## config.mk

```make
export PLATFORM = sky130hd
export DESIGN_NAME = accel_stream_ctrl
export DESIGN_NICKNAME = d
export VERILOG_FILES = /design/src/rtl/accel_pkg.sv /design/src/rtl/ch_rr_pick.sv /design/src/rtl/accel_stream_ctrl.sv
export SDC_FILE = /design/constraint.sdc
export NUM_CORES = 1
export LEC_CHECK = 0
export ABC_AREA = 0
export ABC_CLOCK_PERIOD_IN_PS = 3500
export CAP_MARGIN = 0
export CORE_ASPECT_RATIO = 0.7
export CORE_UTILIZATION = 40
export CTS_CLUSTER_SIZE = 20
export DETAILED_ROUTE_END_ITERATION = 10
export GPL_ROUTABILITY_DRIVEN = 0
export HOLD_SLACK_MARGIN = 0.02
export PLACE_DENSITY = 0.68
export SYNTH_ARGS = -nofsm -noshare
export SYNTH_HDL_FRONTEND = slang
export SYNTH_SLANG_ARGS = --single-unit
```

## constraint.sdc

```tcl
create_clock -name clk -period 3.5 [get_ports clk]
set_clock_uncertainty 0.1 [all_clocks]
set_input_delay 0.7 -clock clk [delete_from_list [all_inputs] [get_ports clk]]
set_output_delay 0.7 -clock clk [all_outputs]
set_load 0.005 [all_outputs]
```

## src/rtl/accel_pkg.sv

```systemverilog
// Shared definitions for the RAM-to-accelerator sample streamer.
package accel_pkg;

  typedef enum logic [2:0] {
    ST_IDLE,
    ST_FETCH,
    ST_WAIT_RD,
    ST_PUSH,
    ST_FIN
  } state_t;

  localparam logic MODE_BCAST = 1'b0;
  localparam logic MODE_RR    = 1'b1;

  // Pointer width that stays legal for a single-channel build.
  function automatic int ptr_w(input int n);
    return (n > 1) ? $clog2(n) : 1;
  endfunction

endpackage

```

## src/rtl/ch_rr_pick.sv

```systemverilog
// Round-robin channel picker: next set mask bit after ptr (cyclic) and lowest set bit.
// Purely combinational; an empty mask returns ptr unchanged and lowest=0.
module ch_rr_pick
  import accel_pkg::*;
#(
  parameter int NUM_CH = 2
) (
  input  logic [NUM_CH-1:0]        mask,
  input  logic [ptr_w(NUM_CH)-1:0] ptr,
  output logic [ptr_w(NUM_CH)-1:0] nxt,
  output logic [ptr_w(NUM_CH)-1:0] lowest
);

  localparam int PTR_W = ptr_w(NUM_CH);

  logic [PTR_W-1:0] cand;

  always_comb begin
    nxt    = ptr;
    lowest = '0;
    cand   = '0;
    // Descending scan so the closest candidate after ptr is the last one written.
    for (int k = NUM_CH; k >= 1; k--) begin
      cand = PTR_W'((int'(ptr) + k) % NUM_CH);
      if (mask[cand]) nxt = cand;
    end
    for (int i = NUM_CH - 1; i >= 0; i--) begin
      if (mask[i]) lowest = PTR_W'(i);
    end
  end

endmodule

```

## src/rtl/accel_stream_ctrl.sv

```systemverilog
// Streams a block of RAM words into NUM_CH accelerator FIFOs, broadcast or round-robin; 3 cycles/word minimum.
// Backpressure: holds ch_data and withholds ch_put while any targeted channel reports full; no timeout.
module accel_stream_ctrl
  import accel_pkg::*;
#(
  parameter int DATA_W = 32,
  parameter int ADDR_W = 32,
  parameter int NUM_CH = 2,
  parameter int LEN_W  = 16
) (
  input  logic              clk,
  input  logic              reset,
  input  logic              start,
  input  logic              abort,
  input  logic              mode,
  input  logic [ADDR_W-1:0] base_addr,
  input  logic [LEN_W-1:0]  length,
  input  logic [NUM_CH-1:0] ch_mask,
  output logic              ram_read_enable,
  output logic [ADDR_W-1:0] addr,
  input  logic [DATA_W-1:0] ram_data_in,
  input  logic [NUM_CH-1:0] ch_full,
  output logic [NUM_CH-1:0] ch_put,
  output logic [DATA_W-1:0] ch_data,
  output logic              busy,
  output logic              done,
  output logic [LEN_W-1:0]  words_sent
);

  localparam int PTR_W = ptr_w(NUM_CH);

  state_t             state;
  logic               mode_q;
  logic [ADDR_W-1:0]  base_q;
  logic [LEN_W-1:0]   len_q;
  logic [LEN_W-1:0]   idx;
  logic [LEN_W-1:0]   idx_inc;
  logic [NUM_CH-1:0]  mask_q;
  logic [PTR_W-1:0]   ptr;
  logic [PTR_W-1:0]   ptr_next;
  logic [PTR_W-1:0]   ptr_low;
  logic [NUM_CH-1:0]  pick_mask;
  logic [NUM_CH-1:0]  put_sel;
  logic               put_ok;
  logic               put_fire;

  // In IDLE the picker looks at the incoming mask so the start pointer is ready on accept.
  assign pick_mask = (state == ST_IDLE) ? ch_mask : mask_q;
  assign idx_inc   = idx + LEN_W'(1);

  ch_rr_pick #(.NUM_CH(NUM_CH)) u_pick (
    .mask   (pick_mask),
    .ptr    (ptr),
    .nxt    (ptr_next),
    .lowest (ptr_low)
  );

  always_comb begin
    put_sel = '0;
    put_ok  = 1'b0;
    if (mode_q == MODE_RR) begin
      put_sel = NUM_CH'(1) << ptr;
      put_ok  = ~ch_full[ptr];
    end else begin
      put_sel = mask_q;
      put_ok  = ((ch_full & mask_q) == '0);
    end
  end

  // Put is gated by this cycle's full flags and abort, so it cannot be registered.
  assign put_fire = (state == ST_PUSH) && put_ok && !abort && !reset;
  assign ch_put   = put_fire ? put_sel : '0;

  always_ff @(posedge clk) begin
    if (reset) begin
      state           <= ST_IDLE;
      ram_read_enable <= 1'b0;
      addr            <= '0;
      ch_data         <= '0;
      busy            <= 1'b0;
      done            <= 1'b0;
      words_sent      <= '0;
      mode_q          <= MODE_BCAST;
      base_q          <= '0;
      len_q           <= '0;
      idx             <= '0;
      mask_q          <= '0;
      ptr             <= '0;
    end else if (abort) begin
      state           <= ST_IDLE;
      ram_read_enable <= 1'b0;
      busy            <= 1'b0;
      done            <= 1'b0;
    end else begin
      ram_read_enable <= 1'b0;
      done            <= 1'b0;
      case (state)
        ST_IDLE: begin
          if (start) begin
            words_sent <= '0;
            if (length != '0 && ch_mask != '0) begin
              mode_q          <= mode;
              base_q          <= base_addr;
              len_q           <= length;
              mask_q          <= ch_mask;
              idx             <= '0;
              ptr             <= ptr_low;
              busy            <= 1'b1;
              ram_read_enable <= 1'b1;
              addr            <= base_addr;
              state           <= ST_FETCH;
            end else begin
              done  <= 1'b1;
              state <= ST_FIN;
            end
          end
        end
        ST_FETCH: state <= ST_WAIT_RD;
        ST_WAIT_RD: begin
          ch_data <= ram_data_in;
          state   <= ST_PUSH;
        end
        ST_PUSH: begin
          if (put_ok) begin
            idx        <= idx_inc;
            words_sent <= words_sent + LEN_W'(1);
            if (mode_q == MODE_RR) ptr <= ptr_next;
            if (idx_inc == len_q) begin
              done  <= 1'b1;
              state <= ST_FIN;
            end else begin
              ram_read_enable <= 1'b1;
              addr            <= base_q + ADDR_W'(idx_inc);
              state           <= ST_FETCH;
            end
          end
        end
        ST_FIN: begin
          busy  <= 1'b0;
          state <= ST_IDLE;
        end
        default: state <= ST_IDLE;
      endcase
    end
  end

endmodule

```

Word-level counts from Yosys, hierarchy flattened. Cells that the tools add are included.

Output and inout bits: 85. Bits of input ports: 89. Register bits after elaboration: 154.

Equal/unequal tests: 11. Bitwise gates (word level): 3. $add $sub $neg: 5. $lt $le $gt $ge: 3. Shift operators: 1. Mux-type cells: 49. Reductions and logical operators: 21.

Operator list (count): $mux W32 (4); $mux W16 (5); $pmux W16 S2 (2); $pmux W32 S2 (1); $add A16 B1 Y16 const B (2); $add A32 B16 Y32 (1); $mux W1 (25); $eq A16 B16 Y1 (1); $reduce_bool A16 Y1 (1); $mux W3 (4); $pmux W3 S4 (1); $ne A2 B2 Y1 const B (4); $pmux W1 S2 (4); $reduce_and A4 Y1 (2); $reduce_and A7 Y1 (1); $eq A3 B2 Y1 const B (2); $lt A1 B2 Y1 const B (3); $mux W2 (3); $reduce_and A6 Y1 (1); $reduce_bool A2 Y1 (3); $reduce_and A5 Y1 (1); $logic_and A1 B1 Y1 (4); $reduce_and A2 Y1 (2); $eq A3 B1 Y1 const B (1); 12 further kinds (15).

Longest topological paths before layout.
Depth in word-level cells: 9. Gate-level depth with buffers: 13.

Cells and area by module. From an unflattened synthesis, not the netlist that was laid out.

Cell total of the unflattened synthesis: 1071. Area, all modules: 8240.4 um2.

By module, submodules not included: accel_stream_ctrl (cells each 1068, instances 1, area each 8225.4 um2); ch_rr_pick (cells each 3, instances 1, area each 15.0 um2).

Worst setup path after synthesis. Ideal clock, no wire load.

Path type: register -> register. Start point: register idx[1]. End point: register addr[17]. Arrival time: 3.516 ns. Slack: -0.175 ns. Clock period less this slack: 3.675 ns. Cell stages (with the launch flop): 14. Path buffers: 0. Setup time: 0.058 ns. Required time: 3.342 ns. Path through: dfxtp_1 > ha_1 > nand4_1 > or3_1 > xnor2_1 > ha_1 > nand4_1 > o21bai_1 > nor3_1 > a211oi_1 > o21ai_0 > xor2_1 > a2111oi_0 > a31o_2.

Longest elaborated chain between the ends: 5. Elaborated cells on any way between the ends: 8. Classes of those cells: 2 x add/sub; 2 x eq/ne; 3 x mux; 1 x reduce/logical.

RTL lines: start, declared (line accel_stream_ctrl.sv:36) `logic [LEN_W-1:0] idx;`; start signal, assigned (line accel_stream_ctrl.sv:125) `idx <= idx_inc;`; $add A16 B1 Y16 * (line accel_stream_ctrl.sv:49) `assign idx_inc = idx + LEN_W'(1);`; $add A32 B16 Y32 (line accel_stream_ctrl.sv:133) `addr <= base_q + ADDR_W'(idx_inc);`; $mux W32 (line accel_stream_ctrl.sv:128) `if (idx_inc == len_q) begin`; $mux W32 (line accel_stream_ctrl.sv:124) `if (put_ok) begin`; $pmux W32 S2 (line accel_stream_ctrl.sv:97) `case (state)`; end signal, assigned (line accel_stream_ctrl.sv:110) `addr <= base_addr;`; end signal, assigned (line accel_stream_ctrl.sv:133); end, declared (line accel_stream_ctrl.sv:20) `output logic [ADDR_W-1:0] addr,`.

Every way passes the cells marked *; elsewhere a longest branch is shown, timed or not. The select of a mux whose other input is x is not followed. A chain may end at the register's enable or synchronous reset.

Worst setup path in the final report.
Start point: register idx[0]. End point: register addr[19].

Same word-level chain as after synthesis.

==> run metrics <==
status finished, final reports clean; cts hold-fix bufs 0; Worst Setup Start Kind flip-flop; Ys Warns 0; fin util 0.5816; syn nets 1,126; Max-cap violations 0; Tmin final between 3 and 4 ns; Synth Instances between 1,000 and 1,500; critical path type flip-flop to flip-flop; Synth area leaders dfxtp_1 (39%), nand2_1 (11%), a21oi_1 (7.8%), nor2_1 (4.0%), xnor2_1 (3.6%); Core Region between 15,000 and 20,000 um^2; Port Buf Inserts approximately 170; WHS Path Cells 2; Routed Antenna Nets 0; Critical Path RT approximately 3.7 ns; Reg2Reg Setup Slack approximately 0.10 ns; vias in the first global route between 7,000 and 8,000; Achievable Freq ~290 MHz; Power Density 380.2 nW/um^2; routed wire length between 20 and 30 mm; total track usage 0.2440; Crit. End Element flip-flop; GRT overflow 0; io pins 174; Initial Utilization 0.4155; Post-synth EDFFs 0; min-delay worst type flip-flop to flip-flop; largest net degree at the start of global routing approximately 120; DIE AREA about 21,000 um^2; Fill cells between 1,500 and 2,000; Max Root-Sink Buffers 2; CTS tree built; Yosys top cell area share 0.3868; leakage power around 0.0041 uW; ANT cells 0; vias between 8,000 and 9,000; area leader, netlist dfxtp_1; Post-Syn Area per Cell 7.845 um^2; vias per inst 5.364; Final Slew Violations 0; Hold Path Origin ch_data[15]; Worst EP arrival roughly 3.6 ns; final layout net count approximately 1,300; Die Y 120.1 um; final hold vios 0; drt first pass iters 5; Hold Slack between 0.3 and 0.4 ns; area of the multi-input gates approximately 4700 um^2; Die X 170.7 um; DR iter-0 viols a little under 800; Hold Path End ch_data[15]; Reg area between 3000 and 4000 um^2; site row count between 40 and 50; distinct cell type count after synthesis between 60 and 70; CTS sink cnt between 150 and 200; FF-to-FF Start idx[0]; final setup TNS 0 ns; H-tree Lvls 4; Async S/R FF share, synth 0; Synth Register Bits around 150; R2R Path End addr[19]; CTS Root Cell clkbuf_16; Finish-stage setup viols 0; top_reg_cell synth dfxtp_1; fin crit share 0.9714; DRC errors left 0; DP HPWL 17.26 mm; fraction of layout cells with a size suffix above 1 0.1353; worst-margin pin slew about 1.1 ns; wire per inst around 17 um; CP max FO 5; total power draw between 4000 and 5000 uW; initial antenna violation count 0; Cell Area, Synth between 7000 and 8000 um^2; Layout area overhead 39.97%; relative slew slack 0.2474; Skew-Pair Late Insertion Delay around 0.44 ns; global-route wire length before repair 39.00 mm; peak supply drop between 0.0003 and 0.0004 V; R2R depth 15; clk slew on worst S/H paths approximately 0.070 ns; post-synthesis sequential area ratio 0.3868; Num CTS Buffers 17
[registers in the layout, summed over array words and instances, names as in the netlist]
signal	count
idx	16
base_q	32
ch_data	32
addr	32
done	1
words_sent	16
state	3
ram_read_enable	1
len_q	16
ptr	1
busy	1
mask_q	2
mode_q	1
[final cells by class]
cell class / instances / share of cell area
Tap cell: 264 / 0.02961
Multi-Input combinational cell: 786 / 0.4196
Clock buffer: 19 / 0.03970
Inverter: 11 / 0.003701
Sequential cell: 154 / 0.2767
Clock inverter: 13 / 0.01391
Timing Repair Buffer: 259 / 0.2168
[timing repair]
item | 4_1_cts | 5_1_grt
pin swaps | 1 | 7
setup buffers | 0 | 5
endpoints found under the setup margin | 4 | 30
gates resized for setup | 1 | 33
gates cloned | 0 | 1
[cell families after synthesis]
| group | count (synthesis) | synth area share |
|---|---|---|
| fa+ha+maj | 21 | 0.03391 |
| buf+inv | 77 | 0.04380 |
| mux | 8 | 0.01020 |
| compound gates | 261 | 0.2035 |
| xor+xnor | 64 | 0.07410 |
| simple gates | 431 | 0.2477 |
| flops | 154 | 0.3868 |
[synthesized netlist by cell type (5+ instances only)]
cell type    n
nand2_1    225
xor2_1      29
nor2_1      85
nand2b_1     8
o21a_1       6
inv_1       11
clkbuf_1    49
a21oi_1    124
or3_1        8
o211ai_1    12
buf_6        5
nand4_1     12
buf_2        8
nand3_1     26
a21o_1       6
dfxtp_1    154
a31o_2       6
and3_1       9
a211oi_1    13
a311oi_1    11
o21ai_0     37
and2_1       6
a2111oi_0    5
nand3b_1     6
o31ai_1      6
xnor2_1     33
mux2i_1      7
nor4_1      13
ha_1        20
nor3_1      12
[power breakdown]
part | internal (uW) | switching, uW | total (uW)
clock | 1090 | 817 | 1910
sequential | 1810 | 47.2 | 1860
combinational | 247 | 234 | 480
[through the flow]
step,area [um^2],worst slack [ns],std cells
detailed placement,10390,-0.08638,1468
CTS,10980,0.009790,1500
global route,11160,-0.02948,1506
floorplan,7975,0.03485,1016
global placement,10390,0.04069,1468
finish,11160,0.1003,1506
[cell usage in the layout (no fill, tap or decap), types with 10 or more instances in the layout]
master	synthesis	final
clkdlybuf4s50_1	0	171
dfxtp_1	154	151
ha_1	20	20
nand3_1	26	26
a311oi_1	11	11
xnor2_1	33	31
xor2_1	29	29
o21ai_0	37	32
a211oi_1	13	11
a21oi_1	124	124
inv_1	11	11
nand2_1	225	225
nor2_1	85	81
o211ai_1	12	12
clkbuf_16	0	17
nand4_1	12	12
nor4_1	13	10
buf_4	3	83
[routing by layer]
metal  GRT usage  share of wire  up-vias
li1            -              -     3980
met1      0.3721           0.50     3779
met2      0.3480           0.41      296
met3     0.04617          0.079       23
met4     0.05518         0.0091        0
met5           0              0        -
[worst max path at each step]
stage	from	cells after the start	endpoint
floorplan	idx[1]	13	addr[17]
global placement	idx[0]	14	addr[17]
finish	idx[0]	15	addr[19]
detailed placement	idx[2]	12	addr[22]
CTS	idx[0]	13	addr[17]
global route	idx[1]	15	addr[19]
[worst max-delay path, cell delays in order, from the launching register on]
cell and delay (ns):
dfxtp_2 0.36, ha_1 0.17, nand4_1 0.12, buf_4 0.18
nor3_4 0.13, xor2_1 0.29, ha_1 0.32, buf_4 0.17
a21o_1 0.20, o21ai_1 0.28, a211oi_4 0.10, buf_4 0.15
o21ai_0 0.18, xor2_1 0.20, a211oi_1 0.10, a31o_2 0.24
Note: power is estimated with default switching activity, not from simulation.
